### config.mk
export PLATFORM = sky130hd
export DESIGN_NAME = dmem_arbiter
export DESIGN_NICKNAME = d
export VERILOG_FILES = /design/src/rtl/dmem_arbiter.sv
export SDC_FILE = /design/constraint.sdc
export NUM_CORES = 1
export LEC_CHECK = 0
export ABC_AREA = 1
export ABC_CLOCK_PERIOD_IN_PS = 2500
export BUFFER_PORTS_ARGS = -buffer_cell sky130_fd_sc_hd__buf_2
export CORE_AREA = 2 2 99 101
export CTS_CLUSTER_DIAMETER = 80
export DETAILED_ROUTE_END_ITERATION = 7
export DIE_AREA = 0 0 101 103
export GPL_ROUTABILITY_DRIVEN = 0
export SLEW_MARGIN = 20
export SYNTH_ARGS = -nofsm -noshare
export SYNTH_HDL_FRONTEND = slang
export SYNTH_SLANG_ARGS = --single-unit
### constraint.sdc
create_clock -name clk -period 2.5 [get_ports clk]
set_input_delay 0.25 -clock clk [delete_from_list [all_inputs] [get_ports clk]]
set_output_delay 0.25 -clock clk [all_outputs]
set_load 0.01 [all_outputs]
### src/rtl/dmem_arbiter.sv
// Two-requester arbiter and access sequencer for a single-port synchronous RAM.
// D (load/store) has priority; I (fetch) is forced through after STARVE_LIMIT D grants.
module dmem_arbiter #(
    parameter int unsigned SIZE         = 10,
    parameter int unsigned STARVE_LIMIT = 4
) (
    input  logic            clk,
    input  logic            rst_n,

    input  logic            d_req,
    input  logic [31:0]     d_addr,
    input  logic [2:0]      d_ctrl,
    input  logic [31:0]     d_wdata,
    output logic            d_gnt,
    output logic            d_rvalid,
    output logic [31:0]     d_rdata,
    output logic            d_err,

    input  logic            i_req,
    input  logic [31:0]     i_addr,
    output logic            i_gnt,
    output logic            i_rvalid,
    output logic [31:0]     i_rdata,
    output logic            i_err,

    output logic            mem_en,
    output logic            mem_we,
    output logic [3:0]      mem_be,
    output logic [SIZE-1:0] mem_addr,
    output logic [31:0]     mem_wdata,
    input  logic [31:0]     mem_rdata
);

    localparam int unsigned CNT_W  = 4;
    localparam int unsigned ADDR_W = SIZE + 2;

    localparam logic [2:0] CTRL_LB  = 3'b000;
    localparam logic [2:0] CTRL_LH  = 3'b001;
    localparam logic [2:0] CTRL_LW  = 3'b010;
    localparam logic [2:0] CTRL_LBU = 3'b011;
    localparam logic [2:0] CTRL_LHU = 3'b100;
    localparam logic [2:0] CTRL_SB  = 3'b101;
    localparam logic [2:0] CTRL_SH  = 3'b110;
    localparam logic [2:0] CTRL_SW  = 3'b111;

    typedef enum logic [1:0] {
        SZ_BYTE = 2'd0,
        SZ_HALF = 2'd1,
        SZ_WORD = 2'd2
    } acc_size_e;

    logic             gnt_d_c;
    logic             gnt_i_c;
    logic             force_i_c;
    logic [CNT_W-1:0] starve_cnt_d, starve_cnt_q;

    logic [2:0]        acc_ctrl_c;
    logic [ADDR_W-1:0] acc_addr_c;
    logic [1:0]        acc_off_c;
    acc_size_e         acc_size_c;
    logic              acc_store_c;
    logic              acc_misaligned_c;
    logic              acc_any_gnt_c;

    logic        d_rvalid_d, d_rvalid_q;
    logic        i_rvalid_d, i_rvalid_q;
    logic [2:0]  rsp_ctrl_d, rsp_ctrl_q;
    logic [1:0]  rsp_off_d,  rsp_off_q;
    logic        rsp_err_d,  rsp_err_q;

    logic [7:0]  rsp_byte_c;
    logic [15:0] rsp_half_c;
    logic [31:0] load_data_c;

    logic        unused_addr_bits;

    assign unused_addr_bits = ^{d_addr[31:ADDR_W], i_addr[31:ADDR_W]};

    // Arbitration: D wins unless I has waited through STARVE_LIMIT D grants; nothing granted in reset.
    always_comb begin
        force_i_c = i_req && (starve_cnt_q == CNT_W'(STARVE_LIMIT));
        gnt_i_c   = rst_n && i_req && (!d_req || force_i_c);
        gnt_d_c   = rst_n && d_req && !gnt_i_c;
    end

    always_comb begin
        starve_cnt_d = starve_cnt_q;
        if (!i_req || gnt_i_c) begin
            starve_cnt_d = '0;
        end else if (gnt_d_c && (starve_cnt_q != CNT_W'(STARVE_LIMIT))) begin
            starve_cnt_d = starve_cnt_q + CNT_W'(1);
        end
    end

    // Decode the granted access: size, direction and alignment.
    always_comb begin
        acc_any_gnt_c = gnt_d_c || gnt_i_c;
        acc_ctrl_c    = gnt_i_c ? CTRL_LW : d_ctrl;
        acc_addr_c    = gnt_i_c ? i_addr[ADDR_W-1:0] : d_addr[ADDR_W-1:0];
        acc_off_c     = acc_addr_c[1:0];
        acc_store_c   = 1'b0;
        acc_size_c    = SZ_WORD;
        unique case (acc_ctrl_c)
            CTRL_LB, CTRL_LBU: acc_size_c = SZ_BYTE;
            CTRL_LH, CTRL_LHU: acc_size_c = SZ_HALF;
            CTRL_LW:           acc_size_c = SZ_WORD;
            CTRL_SB: begin
                acc_size_c  = SZ_BYTE;
                acc_store_c = 1'b1;
            end
            CTRL_SH: begin
                acc_size_c  = SZ_HALF;
                acc_store_c = 1'b1;
            end
            CTRL_SW: begin
                acc_size_c  = SZ_WORD;
                acc_store_c = 1'b1;
            end
            default: acc_size_c = SZ_WORD;
        endcase
        acc_misaligned_c = ((acc_size_c == SZ_HALF) && acc_off_c[0]) ||
                           ((acc_size_c == SZ_WORD) && (acc_off_c != 2'b00));
    end

    // RAM strobes; everything stays zero when idle or when the access is misaligned.
    always_comb begin
        mem_en    = 1'b0;
        mem_we    = 1'b0;
        mem_be    = 4'b0000;
        mem_addr  = '0;
        mem_wdata = '0;
        if (acc_any_gnt_c && !acc_misaligned_c) begin
            mem_en   = 1'b1;
            mem_we   = acc_store_c;
            mem_addr = acc_addr_c[ADDR_W-1:2];
            unique case (acc_size_c)
                SZ_BYTE: mem_be = 4'b0001 << acc_off_c;
                SZ_HALF: mem_be = 4'b0011 << acc_off_c;
                default: mem_be = 4'b1111;
            endcase
            if (acc_store_c) begin
                unique case (acc_size_c)
                    SZ_BYTE: mem_wdata = {4{d_wdata[7:0]}};
                    SZ_HALF: mem_wdata = {2{d_wdata[15:0]}};
                    default: mem_wdata = d_wdata;
                endcase
            end
        end
    end

    always_comb begin
        d_gnt      = gnt_d_c;
        i_gnt      = gnt_i_c;
        d_rvalid_d = gnt_d_c;
        i_rvalid_d = gnt_i_c;
        rsp_ctrl_d = acc_ctrl_c;
        rsp_off_d  = acc_off_c;
        rsp_err_d  = acc_any_gnt_c && acc_misaligned_c;
    end

    // Single-entry response stage: the response always lands one cycle after the grant.
    always_ff @(posedge clk or negedge rst_n) begin
        if (!rst_n) begin
            starve_cnt_q <= '0;
            d_rvalid_q   <= 1'b0;
            i_rvalid_q   <= 1'b0;
            rsp_ctrl_q   <= 3'b000;
            rsp_off_q    <= 2'b00;
            rsp_err_q    <= 1'b0;
        end else begin
            starve_cnt_q <= starve_cnt_d;
            d_rvalid_q   <= d_rvalid_d;
            i_rvalid_q   <= i_rvalid_d;
            rsp_ctrl_q   <= rsp_ctrl_d;
            rsp_off_q    <= rsp_off_d;
            rsp_err_q    <= rsp_err_d;
        end
    end

    // Lane select by the registered offset, then sign/zero extend.
    always_comb begin
        rsp_byte_c  = 8'(mem_rdata >> {rsp_off_q, 3'b000});
        rsp_half_c  = rsp_off_q[1] ? mem_rdata[31:16] : mem_rdata[15:0];
        load_data_c = 32'h0;
        unique case (rsp_ctrl_q)
            CTRL_LB:  load_data_c = {{24{rsp_byte_c[7]}}, rsp_byte_c};
            CTRL_LH:  load_data_c = {{16{rsp_half_c[15]}}, rsp_half_c};
            CTRL_LW:  load_data_c = mem_rdata;
            CTRL_LBU: load_data_c = {24'h0, rsp_byte_c};
            CTRL_LHU: load_data_c = {16'h0, rsp_half_c};
            default:  load_data_c = 32'h0;
        endcase
    end

    always_comb begin
        d_rvalid = d_rvalid_q;
        i_rvalid = i_rvalid_q;
        d_err    = d_rvalid_q && rsp_err_q;
        i_err    = i_rvalid_q && rsp_err_q;
        d_rdata  = (d_rvalid_q && !rsp_err_q) ? load_data_c : 32'h0;
        i_rdata  = (i_rvalid_q && !rsp_err_q) ? mem_rdata : 32'h0;
    end

endmodule
==> reports/qor.txt, run 1 <==
Status - finished, final reports clean
Seq/Total Area, Yosys - 0.1204
Final ANT Viol Nets - 0
Die ar. - 10400 sq um
Max Slew Vio Count - 0
Hold slack final - 0.3077 ns
Vias in the first global route - 3192
Yosys cell types - 33
Most common cell after layout, fill and taps aside - buf_2
Starting DRT DRC Count - 88
Critical path class - flop to output pin
Final Setup Violations - 0
Input/output buffers - 212
Setup ws final - 0.002439 ns
Row cnt - 36
Core area - 9459 sq um
N_diodes - 0
WP data required - 2.25 ns
Setup WS pre-CTS - 0.1023 ns
Residual DRC count - 0
FF-to-FF Start - starve_cnt_q[1]$_DFFE_PN0P_
Die Ht - 103 um
Xor/xnor cell area share of the yosys netlist - 0.007021
Die width - 101 um
Area leader, netlist - nand2_1
Worst-Margin Slew - 0.6850 ns
Min-delay worst type - primary input to flop
TritonCTS clock tree - built
Via density - 4.703
Commonest non-fill, non-tap cells in the layout - 202 x buf_2, 84 x nand2_1, 83 x inv_1, 68 x nor2_1, 64 x a21oi_1
Clock transition at the registers of the reported paths - 0.05 ns
Cells after synthesis - 476
Post-Syn Area - 2495 sq um
Compound-cell area share of the yosys netlist - 0.2442
Area share of the largest cell type after synthesis - 0.1339
Area contributors post-synth - nand2_1 13%, nor2_1 13%, a21oi_1 13%
Lkg Pwr - 2.588 nW
Max cap viols - 0
Hold Startpoint - d_req
Initial antenna violation count - 0
Initial Utilization - 0.2638
H-Tree Depth - 1
Worst VDD drop - 152.1 uV
Largest net degree at the start of global routing - 34
Slew Limit Headroom - 0.5433
Clock Skews - 0.0003266 ns
Maximum clock path buffer count - 2
CP Data Arrival Time - 2.25 ns
Crit share post-route - 0.9990
RSZ-0062 raised after global routing - true
First drt pass iteration count - 4
Clk_lat worst skew - 0.23 ns
Syn Nets - 613
First-pass GRT wire length - 14880 um
P&R area growth vs syn - 71.61%
Period minus WS final - 2.498 ns
Synthesized flop and latch total - 12
Final Hold Viols - 0
Root Driver - clkbuf_8
Gr usage total - 0.1737
Post-synthesis simple-gate area fraction - 0.4343
Worst-path maximum fanout - 16
Synth warn - 0
Final wirelength - 10740 um
Routed vias - 3828
Post-DP HPWL - 7868 um
Fmax - 400.4 MHz
Mapped Avg Cell Area - 5.241 sq um
Largest family of logic cells by synthesized area - simple AND/OR/NAND/NOR gates
Layout cell share with drive strength beyond 1 - 0.4514
Post-Synth Adder-Cell Area - 0.01003
Final core occ - 0.4526
Pwr/cell area - 264.4 nW/um^2
Layout net count - 838
TritonCTS Sinks - 12
Grt ovf - 0
# IOs - 253
Crit path launch - starve_cnt_q[1]$_DFFE_PN0P_
Wire per inst - 13.19 um
Endpoint class of the critical path - output pin
Worst setup SP type - flop
Mux share of post-synthesis cell area - 0
Num CTS Buffers - 3
[sequential cells by signal, indices dropped and copies added, names as in the netlist]
signal	count
d_rvalid	1
i_rvalid	1
rsp_err_q	1
rsp_off_q	2
starve_cnt_q	4
rsp_ctrl_q	3
[where the power goes]
| group | total, mW | leakage (nW) | internal (mW) | switching (mW) |
|---|---|---|---|---|
| combinational | 0.711 | 2.41 | 0.285 | 0.426 |
| clock | 0.204 | 0.0288 | 0.139 | 0.0658 |
| sequential | 0.216 | 0.153 | 0.205 | 0.0109 |
| total | 1.13 | 2.59 | 0.629 | 0.503 |
[final timing paths]
kind | to | slack, ns | cells after the start
setup reg to reg | d_rvalid$_DFF_PN0_ | 0.90 | 8
hold reg to reg | starve_cnt_q[3]$_DFFE_PN0P_ | 0.56 | 2
hold / removal | d_rvalid$_DFF_PN0_ | 0.31 | 3
max in group asynchronous | rsp_off_q[0]$_DFF_PN0_ | 1.87 | 2
setup / recovery | mem_wdata[24] | 0.002 | 13
min in group asynchronous | i_rvalid$_DFF_PN0_ | 0.46 | 2
[cells in the mapped netlist]
master / instances
nand3_2: 1
or2_2: 5
a32oi_1: 5
or2_1: 2
nor3_1: 2
a211o_1: 7
buf_1: 1
ha_1: 2
nand3_1: 17
a221oi_1: 1
xor2_1: 2
a22oi_1: 5
dfrtp_1: 12
nand4_2: 2
o21ai_2: 2
a21oi_1: 65
o21ai_0: 23
buf_4: 1
nor2_4: 1
clkbuf_1: 11
or2_0: 8
nor2_1: 88
clkbuf_2: 1
buf_2: 9
nand2_1: 89
nand2_4: 5
nand2_2: 5
inv_1: 86
nor2_2: 10
nand4_1: 2
nand4_4: 1
buf_6: 2
inv_2: 3
[worst max-delay path, cell delays in order, from the launching register on]
cell and delay, ns:
dfrtp_1 0.40, inv_2 0.09, ha_4 0.14, nand3_4 0.09, nand2_8 0.11, nand2_8 0.07
buf_4 0.14, o21ai_4 0.13, nand2_2 0.09, nand2_4 0.09, nand4_4 0.17, clkbuf_16 0.24
nor2_1 0.11, buf_2 0.14
[cell type report]
| class | instances | area [sq um] |
|---|---|---|
| clock buffers | 4 | 55.05 |
| fillers | 993 | 5177 |
| inverters | 89 | 344.1 |
| multi-input cells | 352 | 2019 |
| flip-flops and latches | 12 | 300.3 |
| well taps | 114 | 142.6 |
| repair buffers | 243 | 1420 |
[cells by family after synthesis]
logic type                 count (synthesis)
DFF                                       12
and+or+nand+nor                          238
buffers and inverters                    114
AOI/OAI and AO/OA                        108
adders and majority gates                  2
xor gates and xnor gates                   2
[routing by layer]
metal  GRT usage  up-vias  share of wire
li1            -     1941              -
met2      0.3405      164           0.53
met1      0.2055     1719           0.40
met3     0.02034        4          0.072
met4     0.02703        0         0.0030
met5           0        -              0
[stage by stage]
step | total power [mW] | cell area [sq um] | TNS (ns) | instances
6_report | 1.132 | 4282 | 0 | 814
3_5_place_dp | 0.8122 | 3669 | 0 | 788
5_1_grt | 1.225 | 4282 | -1.652 | 814
3_3_place_gp | 0.8030 | 3669 | 0 | 788
4_1_cts | 1.034 | 3791 | 0 | 798
2_1_floorplan | 0.5780 | 2495 | 0 | 476
[repair_timing]
action / CTS / global route
hold buffers: 1 / 0
resized for setup: 5 / 74
setup endpoints to repair: 45 / 46
setup buffers: 4 / 13
cloned: 1 / 4
endpoints found under the hold margin: 12 / 0
pin swaps: 3 / 8
(Power assumes the default switching activity.)
==> run 2, diff against run 1 <==
- ABC_CLOCK_PERIOD_IN_PS: 2500 -> 2100
- PLACE_DENSITY: unset -> 0.66
- clock period: 2.5 -> 2.1 ns (I/O delays scaled with it)
==> reports/qor.txt, run 2 (synthesis gave the netlist of run 1 again) <==
Clk_lat worst skew - 0.24 ns
Placed instance count - 808
Pwr/cell area - 306.6 nW/um^2
Min-delay worst type - primary input to flop
Input/output buffers - 212
Worst setup SP type - flop
RR Endpoint - starve_cnt_q[1]$_DFFE_PN0P_
Fin cells - 837
Worst-Margin Slew - 0.5645 ns
Final Setup Violations - 47
Setup TNS - -12.03 ns
Starting DRT DRC Count - 74
Status - complete, but fails checks
Largest regs - starve_cnt_q (4), rsp_ctrl_q (3), rsp_off_q (2)
Placed Area - 3831 sq um
Delay-heaviest family, CP - simple AND/OR/NAND/NOR gates
Layout net count - 862
Final Hold Viols - 0
Period minus WS final - 2.404 ns
CP cell instances - inv_2 -> ha_4 -> nand3_4 -> nand2_8 -> nand2_8 -> buf_6 -> nand4_4 -> nand2_4 -> nand2_4 -> nand4_4 -> clkbuf_16 -> nor2_1 -> buf_2
Initial Utilization - 0.2638
Worst-path maximum fanout - 12
First drt pass iteration count - 4
Layout cell share with drive strength beyond 1 - 0.4647
Vias in the first global route - 3274
Hold Path End - d_rvalid$_DFF_PN0_
Largest net degree at the start of global routing - 33
H-Tree Depth - 1
Worst Reg2Reg Path Length in Cells - 14
Fmax - 416.0 MHz
N_diodes - 0
Top reg by flops - starve_cnt_q
Core area - 9459 sq um
TritonCTS clock tree - built
Post-DP HPWL - 7655 um
Num CTS Buffers - 3
FF-to-FF Start - starve_cnt_q[1]$_DFFE_PN0P_
Fill cell count - 1014
WP data required - 1.89 ns
Residual DRC count - 0
First-pass GRT wire length - 15060 um
Worst VDD drop - 161.5 uV
RSZ-0062 raised after global routing - true
Row cnt - 36
Slew Limit Headroom - 0.6224
Maximum clock path buffer count - 2
Routed vias - 3884
Initial antenna violation count - 0
Endpoint class of the critical path - output pin
Clock transition at the registers of the reported paths - 0.05 ns
TritonCTS Sinks - 12
Commonest non-fill, non-tap cells in the layout - 201 x buf_2, 87 x nand2_1, 83 x inv_1, 69 x nor2_1, 64 x a21oi_1
R2R setup slack - 0.13 ns
Slowest CP cell - dfrtp_1
Root Driver - clkbuf_8
Lkg Pwr - 2.702 nW
Hold Startpoint - d_req
Final ANT Viol Nets - 0
P&R area growth vs syn - 77.63%
Die Ht - 103 um
Clock Skews - 0.006553 ns
Final wirelength - 10480 um
Crit share post-route - 1.145
WP buf/inv - 4
Max reg flops - 4
Wire per inst - 12.53 um
Design area - 4432 sq um
Max cap viols - 0
Setup WS pre-CTS - -0.02434 ns
Setup ws final - -0.3040 ns
Via density - 4.640
Hold slack final - 0.2641 ns
CP max stage delay - 0.39 ns
Hold path cells - 3
Critical path class - flop to output pin
Most common cell after layout, fill and taps aside - buf_2
Die ar. - 10400 sq um
Max Slew Vio Count - 0
Die width - 101 um
Failing checks - setup timing
Gr usage total - 0.1750
Grt ovf - 0
CP Data Arrival Time - 2.19 ns
# IOs - 253
run 2: cell type report:
| cell class | count | area [sq um] | share of cell area |
|---|---|---|---|
| Sequential cell | 12 | 301.5 | 0.06804 |
| Clock buffer | 3 | 41.29 | 0.009317 |
| Tap cell | 114 | 142.6 | 0.03219 |
| Inverter | 89 | 339.1 | 0.07651 |
| Timing Repair Buffer | 267 | 1670 | 0.3769 |
| Timing Repair inverter | 1 | 3.754 | 0.0008470 |
| Multi-Input combinational cell | 351 | 1933 | 0.4362 |
run 2: what timing repair did:
item	4_1_cts	5_1_grt
pin swaps	4	11
gates cloned	2	4
buffers inserted	18	4
endpoints found under the hold margin	12	0
resized for setup	23	53
endpoints found under the setup margin	46	82
hold buffers	1	0
run 2: worst reg2reg max path, cell delays in order (launching register included):
cell	delay, ns
dfrtp_1	0.37
inv_2	0.06
buf_4	0.13
buf_4	0.12
buf_4	0.12
buf_4	0.12
buf_4	0.12
buf_4	0.12
buf_4	0.13
buf_6	0.11
buf_6	0.10
buf_6	0.10
buf_6	0.10
buf_6	0.10
o21ai_2	0.11
run 2: stage by stage:
stage                       util  power, mW
after floorplan                -     0.6882
after global placement    0.4050     0.9957
after detailed placement  0.4050     0.9981
after CTS                 0.4353      1.271
after global routing      0.4685      1.476
final                     0.4685      1.359
run 2: per-layer routing:
metal	global-route usage	part of all wire	up-vias
met1	0.2069	0.41	1729
met3	0.01356	0.075	8
li1	-	-	1985
met5	0	0	-
met2	0.3415	0.51	162
met4	0.04158	0.0081	0
run 2: how the worst max path moves through the flow:
stage / cells past startpoint / start / to / slack [ns]
after floorplan: 15 / starve_cnt_q[0]$_DFFE_PN0P_ / mem_addr[0] / 0.15
after global routing: 13 / starve_cnt_q[0]$_DFFE_PN0P_ / mem_wdata[3] / -0.39
final: 13 / starve_cnt_q[0]$_DFFE_PN0P_ / mem_wdata[30] / -0.30
after global placement: 14 / starve_cnt_q[1]$_DFFE_PN0P_ / mem_be[2] / 0.03
after detailed placement: 14 / starve_cnt_q[1]$_DFFE_PN0P_ / mem_be[2] / -0.02
after CTS: 13 / starve_cnt_q[1]$_DFFE_PN0P_ / mem_addr[2] / -0.19
run 2: power by group:
part | total (mW) | internal [mW] | switching [mW]
Clock | 0.206 | 0.126 | 0.0797
Combinational | 0.894 | 0.394 | 0.501
Sequential | 0.259 | 0.245 | 0.0140
Total | 1.36 | 0.765 | 0.594
